## src/rtl/timer_pkg.sv

```systemverilog
// Shared types and defaults for the timer input front-end.
package timer_pkg;

  typedef enum logic [1:0] {IDLE, PRESS_DEB, HELD, REL_DEB} btn_state_t;

  localparam int DEF_DEB_CYCLES   = 500000;
  localparam int DEF_REPEAT_DELAY = 25000000;
  localparam int DEF_REPEAT_RATE  = 5000000;

  // Width needed to hold 0..n-1, never less than one bit.
  function automatic int cw(input int n);
    return (n > 1) ? $clog2(n) : 1;
  endfunction

endpackage

```

## src/rtl/btn_conditioner.sv

```systemverilog
// One pushbutton: 2-flop synchronizer, press/release debounce FSM, optional auto-repeat.
module btn_conditioner
  import timer_pkg::*;
#(
  parameter int DEB_CYCLES   = DEF_DEB_CYCLES,
  parameter int REPEAT_EN    = 0,
  parameter int REPEAT_DELAY = DEF_REPEAT_DELAY,
  parameter int REPEAT_RATE  = DEF_REPEAT_RATE
) (
  input  logic clk,
  input  logic rst_n,
  input  logic key_n,
  output logic pulse
);

  localparam int DW   = cw(DEB_CYCLES);
  localparam int RMAX = (REPEAT_DELAY > REPEAT_RATE) ? REPEAT_DELAY : REPEAT_RATE;
  localparam int RW   = cw(RMAX);
  localparam logic [DW-1:0] DEB_LAST  = DW'(DEB_CYCLES - 1);
  localparam logic [RW-1:0] DLY_LAST  = RW'(REPEAT_DELAY - 1);
  localparam logic [RW-1:0] RATE_LAST = RW'(REPEAT_RATE - 1);

  logic [1:0]    sync_pipe;
  logic          key;
  btn_state_t    state;
  logic [DW-1:0] cnt;
  logic [RW-1:0] rcnt;
  logic          rphase;

  assign key = ~sync_pipe[1];

  always_ff @(posedge clk or negedge rst_n) begin
    if (!rst_n) begin
      sync_pipe <= 2'b11;
      state     <= IDLE;
      cnt       <= '0;
      rcnt      <= '0;
      rphase    <= 1'b0;
      pulse     <= 1'b0;
    end else begin
      sync_pipe <= {sync_pipe[0], key_n};
      pulse     <= 1'b0;
      case (state)
        IDLE: if (key) begin
          cnt   <= '0;
          state <= PRESS_DEB;
        end
        PRESS_DEB: begin
          if (!key) state <= IDLE;
          else if (cnt == DEB_LAST) begin
            state  <= HELD;
            pulse  <= 1'b1;
            rcnt   <= '0;
            rphase <= 1'b0;
          end else cnt <= (cnt == '1) ? cnt : cnt + 1'b1;
        end
        HELD: begin
          if (!key) begin
            cnt   <= '0;
            state <= REL_DEB;
          end else if (REPEAT_EN != 0) begin
            // rcnt only advances while held, so a release bounce just pauses it
            if (rcnt == (rphase ? RATE_LAST : DLY_LAST)) begin
              pulse  <= 1'b1;
              rcnt   <= '0;
              rphase <= 1'b1;
            end else rcnt <= (rcnt == '1) ? rcnt : rcnt + 1'b1;
          end
        end
        REL_DEB: begin
          if (key) state <= HELD;
          else if (cnt == DEB_LAST) state <= IDLE;
          else cnt <= (cnt == '1) ? cnt : cnt + 1'b1;
        end
        default: state <= IDLE;
      endcase
    end
  end

endmodule

```

## src/rtl/timer_input_ctrl.sv

```systemverilog
// Board-pin front-end: debounced single-cycle button pulses and a debounced switch level.
module timer_input_ctrl
  import timer_pkg::*;
#(
  parameter int DEB_CYCLES   = DEF_DEB_CYCLES,
  parameter int REPEAT_DELAY = DEF_REPEAT_DELAY,
  parameter int REPEAT_RATE  = DEF_REPEAT_RATE
) (
  input  logic clk,
  input  logic rst_n,
  input  logic key_stc_n,
  input  logic key_inc_n,
  input  logic key_run_n,
  input  logic sw_raw,
  output logic stc,
  output logic inc,
  output logic run,
  output logic sw
);

  localparam int DW = cw(DEB_CYCLES);
  localparam logic [DW-1:0] DEB_LAST = DW'(DEB_CYCLES - 1);

  btn_conditioner #(.DEB_CYCLES(DEB_CYCLES), .REPEAT_EN(0),
    .REPEAT_DELAY(REPEAT_DELAY), .REPEAT_RATE(REPEAT_RATE))
    u_stc (.clk(clk), .rst_n(rst_n), .key_n(key_stc_n), .pulse(stc));

  btn_conditioner #(.DEB_CYCLES(DEB_CYCLES), .REPEAT_EN(1),
    .REPEAT_DELAY(REPEAT_DELAY), .REPEAT_RATE(REPEAT_RATE))
    u_inc (.clk(clk), .rst_n(rst_n), .key_n(key_inc_n), .pulse(inc));

  btn_conditioner #(.DEB_CYCLES(DEB_CYCLES), .REPEAT_EN(0),
    .REPEAT_DELAY(REPEAT_DELAY), .REPEAT_RATE(REPEAT_RATE))
    u_run (.clk(clk), .rst_n(rst_n), .key_n(key_run_n), .pulse(run));

  logic [1:0]    sw_pipe;
  logic          sw_pend;
  logic [DW-1:0] sw_cnt;

  // First mismatch cycle arms the counter, matching the button press latency.
  always_ff @(posedge clk or negedge rst_n) begin
    if (!rst_n) begin
      sw_pipe <= 2'b00;
      sw_pend <= 1'b0;
      sw_cnt  <= '0;
      sw      <= 1'b0;
    end else begin
      sw_pipe <= {sw_pipe[0], sw_raw};
      if (sw_pipe[1] == sw) begin
        sw_pend <= 1'b0;
        sw_cnt  <= '0;
      end else if (!sw_pend) begin
        sw_pend <= 1'b1;
        sw_cnt  <= '0;
      end else if (sw_cnt == DEB_LAST) begin
        sw      <= ~sw;
        sw_pend <= 1'b0;
        sw_cnt  <= '0;
      end else sw_cnt <= (sw_cnt == '1) ? sw_cnt : sw_cnt + 1'b1;
    end
  end

endmodule

```

## config.mk

```make
export PLATFORM = sky130hd
export DESIGN_NAME = timer_input_ctrl
export DESIGN_NICKNAME = d
export VERILOG_FILES = /design/src/rtl/timer_pkg.sv /design/src/rtl/btn_conditioner.sv /design/src/rtl/timer_input_ctrl.sv
export SDC_FILE = /design/constraint.sdc
export NUM_CORES = 1
export LEC_CHECK = 0
export ABC_CLOCK_PERIOD_IN_PS = 5200
export CORE_MARGIN = 2
export CORE_UTILIZATION = 40
export DETAILED_ROUTE_END_ITERATION = 8
export HOLD_SLACK_MARGIN = 0.15
export SLEW_MARGIN = 20
export SYNTH_ARGS = -nofsm -noshare
export SYNTH_HDL_FRONTEND = slang
export SYNTH_SLANG_ARGS = --single-unit
```

## constraint.sdc

```tcl
create_clock -name clk -period 5.2 [get_ports clk]
set_input_delay 0.52 -clock clk [delete_from_list [all_inputs] [get_ports clk]]
set_output_delay 0.52 -clock clk [all_outputs]
set_load 0.02 [all_outputs]
```

==> results.cfg, run 1 <==
[global_route]
grt_use_total_pct = 19.0
grt_pass1_vias = 6033
overflow = 0
grt_max_degree = 82
antenna_found_initial = 0
grt_pass1_wl_um = 28500

[logic_synthesis]
async_flop_share_pct = 100
synth.area.top_cells = dfrtp_1 40%, o21ai_0 4.0%, o31ai_1 3.6%, nand2_1 3.2%, nor2_1 2.6%
syn_area_mm2 = 0.00711
yosysTopAreaCell = dfrtp_1
synth_top_area_share_pct = 40.5
synth.net_count = 790
syn_inst = 775
syn_area_per_cell_um2 = 9.18
ys_seq_elements = 121
yosys_warnings = 0
yosysUniqueCellTypes = 74
seq_area_frac_synth_pct = 42.7
synth-edff-count = 0
ys.flop_type = dfrtp_1

[finish]
multi_input_area_mm2 = 0.00375
final_common_cell = dfrtp_1
regArea_mm2 = 0.00304
syn2layout_area_growth_pct = 10.8
fill_cells = 1650
drive_gt1_share_pct = 9.65
diodes = 0
final_nets = 779
final_cell_mix = 115 x dfrtp_1, 61 x nand2_1, 57 x o21ai_0, 50 x nor2_1, 33 x o31ai_1

[setup_path]
cp_slowest_stage_delay_ns = 0.96
crit_path_end = u_stc.cnt[3]
reg2reg_depth = 6
crit_fanout = 29
crit_type = flop to flop
cp-end-kind = flop
r2r_end = u_stc.cnt[3]
cp.arrival_ns = 3.19
crit_chain = nand4_1 > nand2b_1 > o31ai_2 > buf_4 > or2_1 > o311ai_0
crit-reg2reg-launch = u_stc.state[0]
setup.worst_path.start_class = flop
cp-startpoint = u_stc.state[0]
cpMaxStageDelayCell = dfrtp_1
reg2reg_slack_ns = 2.27
critPathRequiredTime_ns = 5.46

[power]
p_leak_nw = 3.02
combPwrFrac_pct = 18.8
worst_ir_drop_vdd_v = 0.000239
pwr-share-clk_pct = 43.2
swShare_pct = 30.6
power_density_mw_per_mm2 = 348
p_int_mw = 1.90
sequentialPowerShare_pct = 38.0
p_sw_uw = 837

[route]
num_vias = 6107
via_per_inst = 6.09
drtPass1Iterations = 5
drt_wl_total_um = 16700
drt-initial-drc-count = 399
drc = 0
post_drt_wl_per_cell_um = 16.7
ant_nets = 0

[timing]
finalHoldViolations = 0
rsz0062_at_grt = no
fin_ws_ns = 2.27
period_needed_ns = 2.93
finalMaxSlewViolations = 0
setup_viol = 0
slew_headroom_pct = 34.3
finalClockSkew_ns = 0.00994
hold_slack_ns = 0.162
fin_setup_tns_ns = 0
period_share_pct = 56.3
worst_pin_slew_ns = 0.982
fmax_mhz = 342

[place]
place_ws_ns = 2.34
dp_hpwl_um = 11000
gp_congestion = 0.886
numPortBuffers = 9

[clock_network]
cts.sinks = 121
cts_root_buf = clkbuf_16
htreeDepth = 4
ctsResizeCount = 0
tritoncts = built
clk_pin_slew_ns = 0.06
clk_path_buf_depth = 2
numCtsBuffers = 17
cts_hold_repair.buffers = 0
clock_latency_ns = 0.43
postCtsSetupBuffers = 0

[die]
core_area_mm2 = 0.0174
start_util_pct = 41.0
rows = 48
die_y_um = 137
dieWidth_um = 137
num_io_pins = 10
dieArea_mm2 = 0.0189

[status]
status = finished, final reports clean

[run]
maxCapViolCount = 0

[worst_hold_path]
hold_path.class = primary input to asynchronous set/reset pin
## how the worst min path moves through the flow
stage                          start                    endpoint
after floorplan                rst_n  asynchronous set/reset pin
after global placement    sw_pipe[0]                  sw_pipe[1]
after detailed placement  sw_pipe[0]                  sw_pipe[1]
after CTS                      rst_n                 u_stc.pulse
after global routing           rst_n                  sw_cnt[12]
final                          rst_n                  sw_cnt[12]
## flip-flops by register name, summed over array words and instances (netlist names), 2 cells and up, named ones only
register,flops
u_inc.rcnt,25
sw_cnt,19
u_inc.cnt,19
u_run.cnt,19
u_stc.cnt,19
sw_pipe,2
u_inc.sync_pipe,2
u_run.sync_pipe,2
u_stc.sync_pipe,2
## worst max-delay path: cells and delay by family (launching register included)
family / cells / cell delay [ns]
simple gates: 3 / 1.11
flops: 1 / 0.96
compound gates: 2 / 0.41
buf+inv: 1 / 0.27
## cell usage after synthesis, drive strengths merged, types with 4 or more instances
library cell and n:
a211oi 10, a21oi 32, a22o 7, a31oi 12, a41oi 10, and3 16, and4 13, buf 25
clkbuf 19, dfrtp 115, dfstp 6, ha 9, inv 29, mux2i 4, nand2 61, nand2b 13
nand3 34, nand3b 7, nand4 31, nor2 52, nor2b 4, nor3 19, nor4 17, o2111ai 9
o211ai 13, o21ai 63, o221ai 5, o22ai 4, o311ai 6, o31ai 34, or2 9, or3 12
or4 18, xnor2 5, xor2 13
## area by class of cell
class                   instances  area share (%)
well taps                     225            3.57
inverters                      29            1.38
repair buffers                 14            1.63
clock inverters                 9            1.56
multi-input cells             581            47.5
clock buffers                  23            5.81
flip-flops and latches        121            38.5
## layer usage
layer,vias to the layer above,part of all wire (%),track usage [%]
li1,2953,-,-
met1,3014,47,23.9
met5,-,0,0
met2,114,48,31.7
met3,26,3.5,4.71
met4,0,1.5,6.59
## kinds of logic after synthesis
kind of cell               share of synthesized area [%]
muxes                                              0.880
buffers and inverters                               4.70
xor gates and xnor gates                            2.22
adders and majority gates                           1.58
and+or+nand+nor                                     26.2
DFF                                                 42.7
AOI/OAI and AO/OA                                   21.7
## power by group through the flow
stage	Sequential, mW	Combinational, mW	Clock, mW
finish	1.04	0.516	1.18
detailed placement	1.05	0.512	0
floorplan	1.04	0.380	0
global route	1.05	0.565	1.25
global placement	1.05	0.491	0
CTS	1.04	0.515	1.21
## per-stage QoR
stage	utilization [%]	total power, mW	std cells	instance area, um^2
after floorplan	-	1.42	775	7110
after global placement	42.0	1.54	970	7300
after detailed placement	42.0	1.57	970	7300
after CTS	45.4	2.76	1002	7880
after global routing	45.4	2.86	1002	7880
final	45.4	2.74	1002	7880
No activity file was read; power rests on OpenSTA's default activity.
==> run 2: changes to the inputs <==
Settings changed: ABC_CLOCK_PERIOD_IN_PS 5200 to 3020.
Clock period 5.2 ns to 3.02 ns, I/O delays scaled along.
==> results.cfg, run 2 (synthesis gave the netlist of run 1 again) <==
[place]
gp_congestion = 0.870
dp_hpwl_um = 11400
numPortBuffers = 9
place_ws_ns = 0.308

[timing]
slew_headroom_pct = 47.9
fin_ws_ns = 0.300
worst_pin_slew_ns = 0.782
finalHoldViolations = 0
finalClockSkew_ns = 0.00748
setup_viol = 0
finalMaxSlewViolations = 0
period_share_pct = 90.1
period_needed_ns = 2.72
fmax_mhz = 368
fin_setup_tns_ns = 0
rsz0062_at_grt = no

[finish]
fin_util_pct = 46.1
drive_gt1_share_pct = 11.2
fill_cells = 1649
final_common_cell = dfrtp_1
regArea_mm2 = 0.00304
final_cell_mix = 115 x dfrtp_1, 61 x nand2_1, 57 x o21ai_0, 50 x nor2_1, 33 x o31ai_1
diodes = 0
top_register = u_inc.rcnt
multi_input_area_mm2 = 0.00375
final_nets = 789
syn2layout_area_growth_pct = 12.4
largest_reg_flops = 25

[clock_network]
ctsResizeCount = 0
tritoncts = built
clk_pin_slew_ns = 0.06
htreeDepth = 4
clk_path_buf_depth = 2
numCtsBuffers = 17
clock_latency_ns = 0.41
cts.sinks = 121
cts_root_buf = clkbuf_16

[run]
maxCapViolCount = 0

[global_route]
grt_pass1_wl_um = 29800
grt_util_met2_pct = 32.7
top_usage_layer = met2
antenna_found_initial = 0
overflow = 0
grt_max_degree = 60
met1_usage_pct = 25.3
grt_pass1_vias = 6148
grt_use_total_pct = 19.6
grtUsageMet3_pct = 3.83

[setup_path]
cp.arrival_ns = 3.02
critPathRequiredTime_ns = 3.32
setup.worst_path.start_class = flop
crit_type = flop to flop
crit_fanout = 22
cp-end-kind = flop

[die]
dieArea_mm2 = 0.0189
dieWidth_um = 137
core_area_mm2 = 0.0174
start_util_pct = 41.0
rows = 48
num_io_pins = 10
die_y_um = 137

[power]
sequentialPowerShare_pct = 37.0
swShare_pct = 30.6
p_int_mw = 3.34
pwr-share-clk_pct = 44.0
p_total_mw = 4.81
power_density_mw_per_mm2 = 602
p_leak_nw = 3.07
combPwrFrac_pct = 19.0
p_sw_mw = 1.47
worst_ir_drop_vdd_v = 0.000436

[route]
num_vias = 6243
drt-initial-drc-count = 364
ant_nets = 0
post_drt_wl_per_cell_um = 17.0
drtPass1Iterations = 7
drc = 0
drt_wl_total_um = 17200
via_per_inst = 6.17

[status]
status = finished, final reports clean

[worst_hold_path]
hold_path.class = primary input to flop
[run 2: layer usage]
layer  up-vias  part of all wire, %
li1       2983                    -
met1      3100                   46
met2       144                   50
met3        16                  3.7
met4         0                 0.96
met5         -                    0
[run 2: final cells by class]
class | count | area share [%]
Timing Repair Buffer | 24 | 2.53
Clock inverter | 10 | 1.78
Tap cell | 225 | 3.52
Clock buffer | 22 | 5.93
Sequential cell | 121 | 38.0
Multi-Input combinational cell | 581 | 46.9
Inverter | 29 | 1.36
[run 2: power by group through the flow]
stage / clock, mW / sequential, mW / combinational (mW)
after floorplan: 0 / 1.79 / 0.654
after global placement: 0 / 1.80 / 0.866
after detailed placement: 0 / 1.81 / 0.904
after CTS: 2.18 / 1.78 / 0.908
after global routing: 2.24 / 1.79 / 1.01
final: 2.12 / 1.78 / 0.913
[run 2: timing repair]
action | in CTS | in global routing
hold endpoints to repair | 53 | 0
setup buffers | 0 | 0
hold buffers | 1 | 0
[run 2: final timing paths]
check	from	endpoint	slack, ns	depth (start not counted)
setup / recovery	u_inc.cnt[5]	u_inc.rcnt[8]	0.30	5
hold / removal	key_stc_n	u_stc.sync_pipe[0]	0.29	1
setup reg to reg	u_inc.cnt[5]	u_inc.rcnt[8]	0.30	5
hold reg to reg	u_run.sync_pipe[0]	u_run.sync_pipe[1]	0.35	0
max in group asynchronous	rst_n	u_stc.sync_pipe[0]	1.64	3
min in group asynchronous	rst_n	sw_cnt[10]	0.51	2
[run 2: stage by stage]
step                hold slack, ns  cell area (um^2)  cells
floorplan                  0.00641              7110    775
global placement             0.346              7370    979
detailed placement           0.347              7370    979
CTS                          0.268              8000   1012
global route                 0.272              8000   1012
finish                       0.289              8000   1012
[run 2: critical path, stage by stage (launching register included)]
cell      delay, ns
dfrtp_1        0.46
nor4_1         0.43
and4_1         0.58
a21o_4         0.24
nand3_2        0.42
o311ai_1       0.46
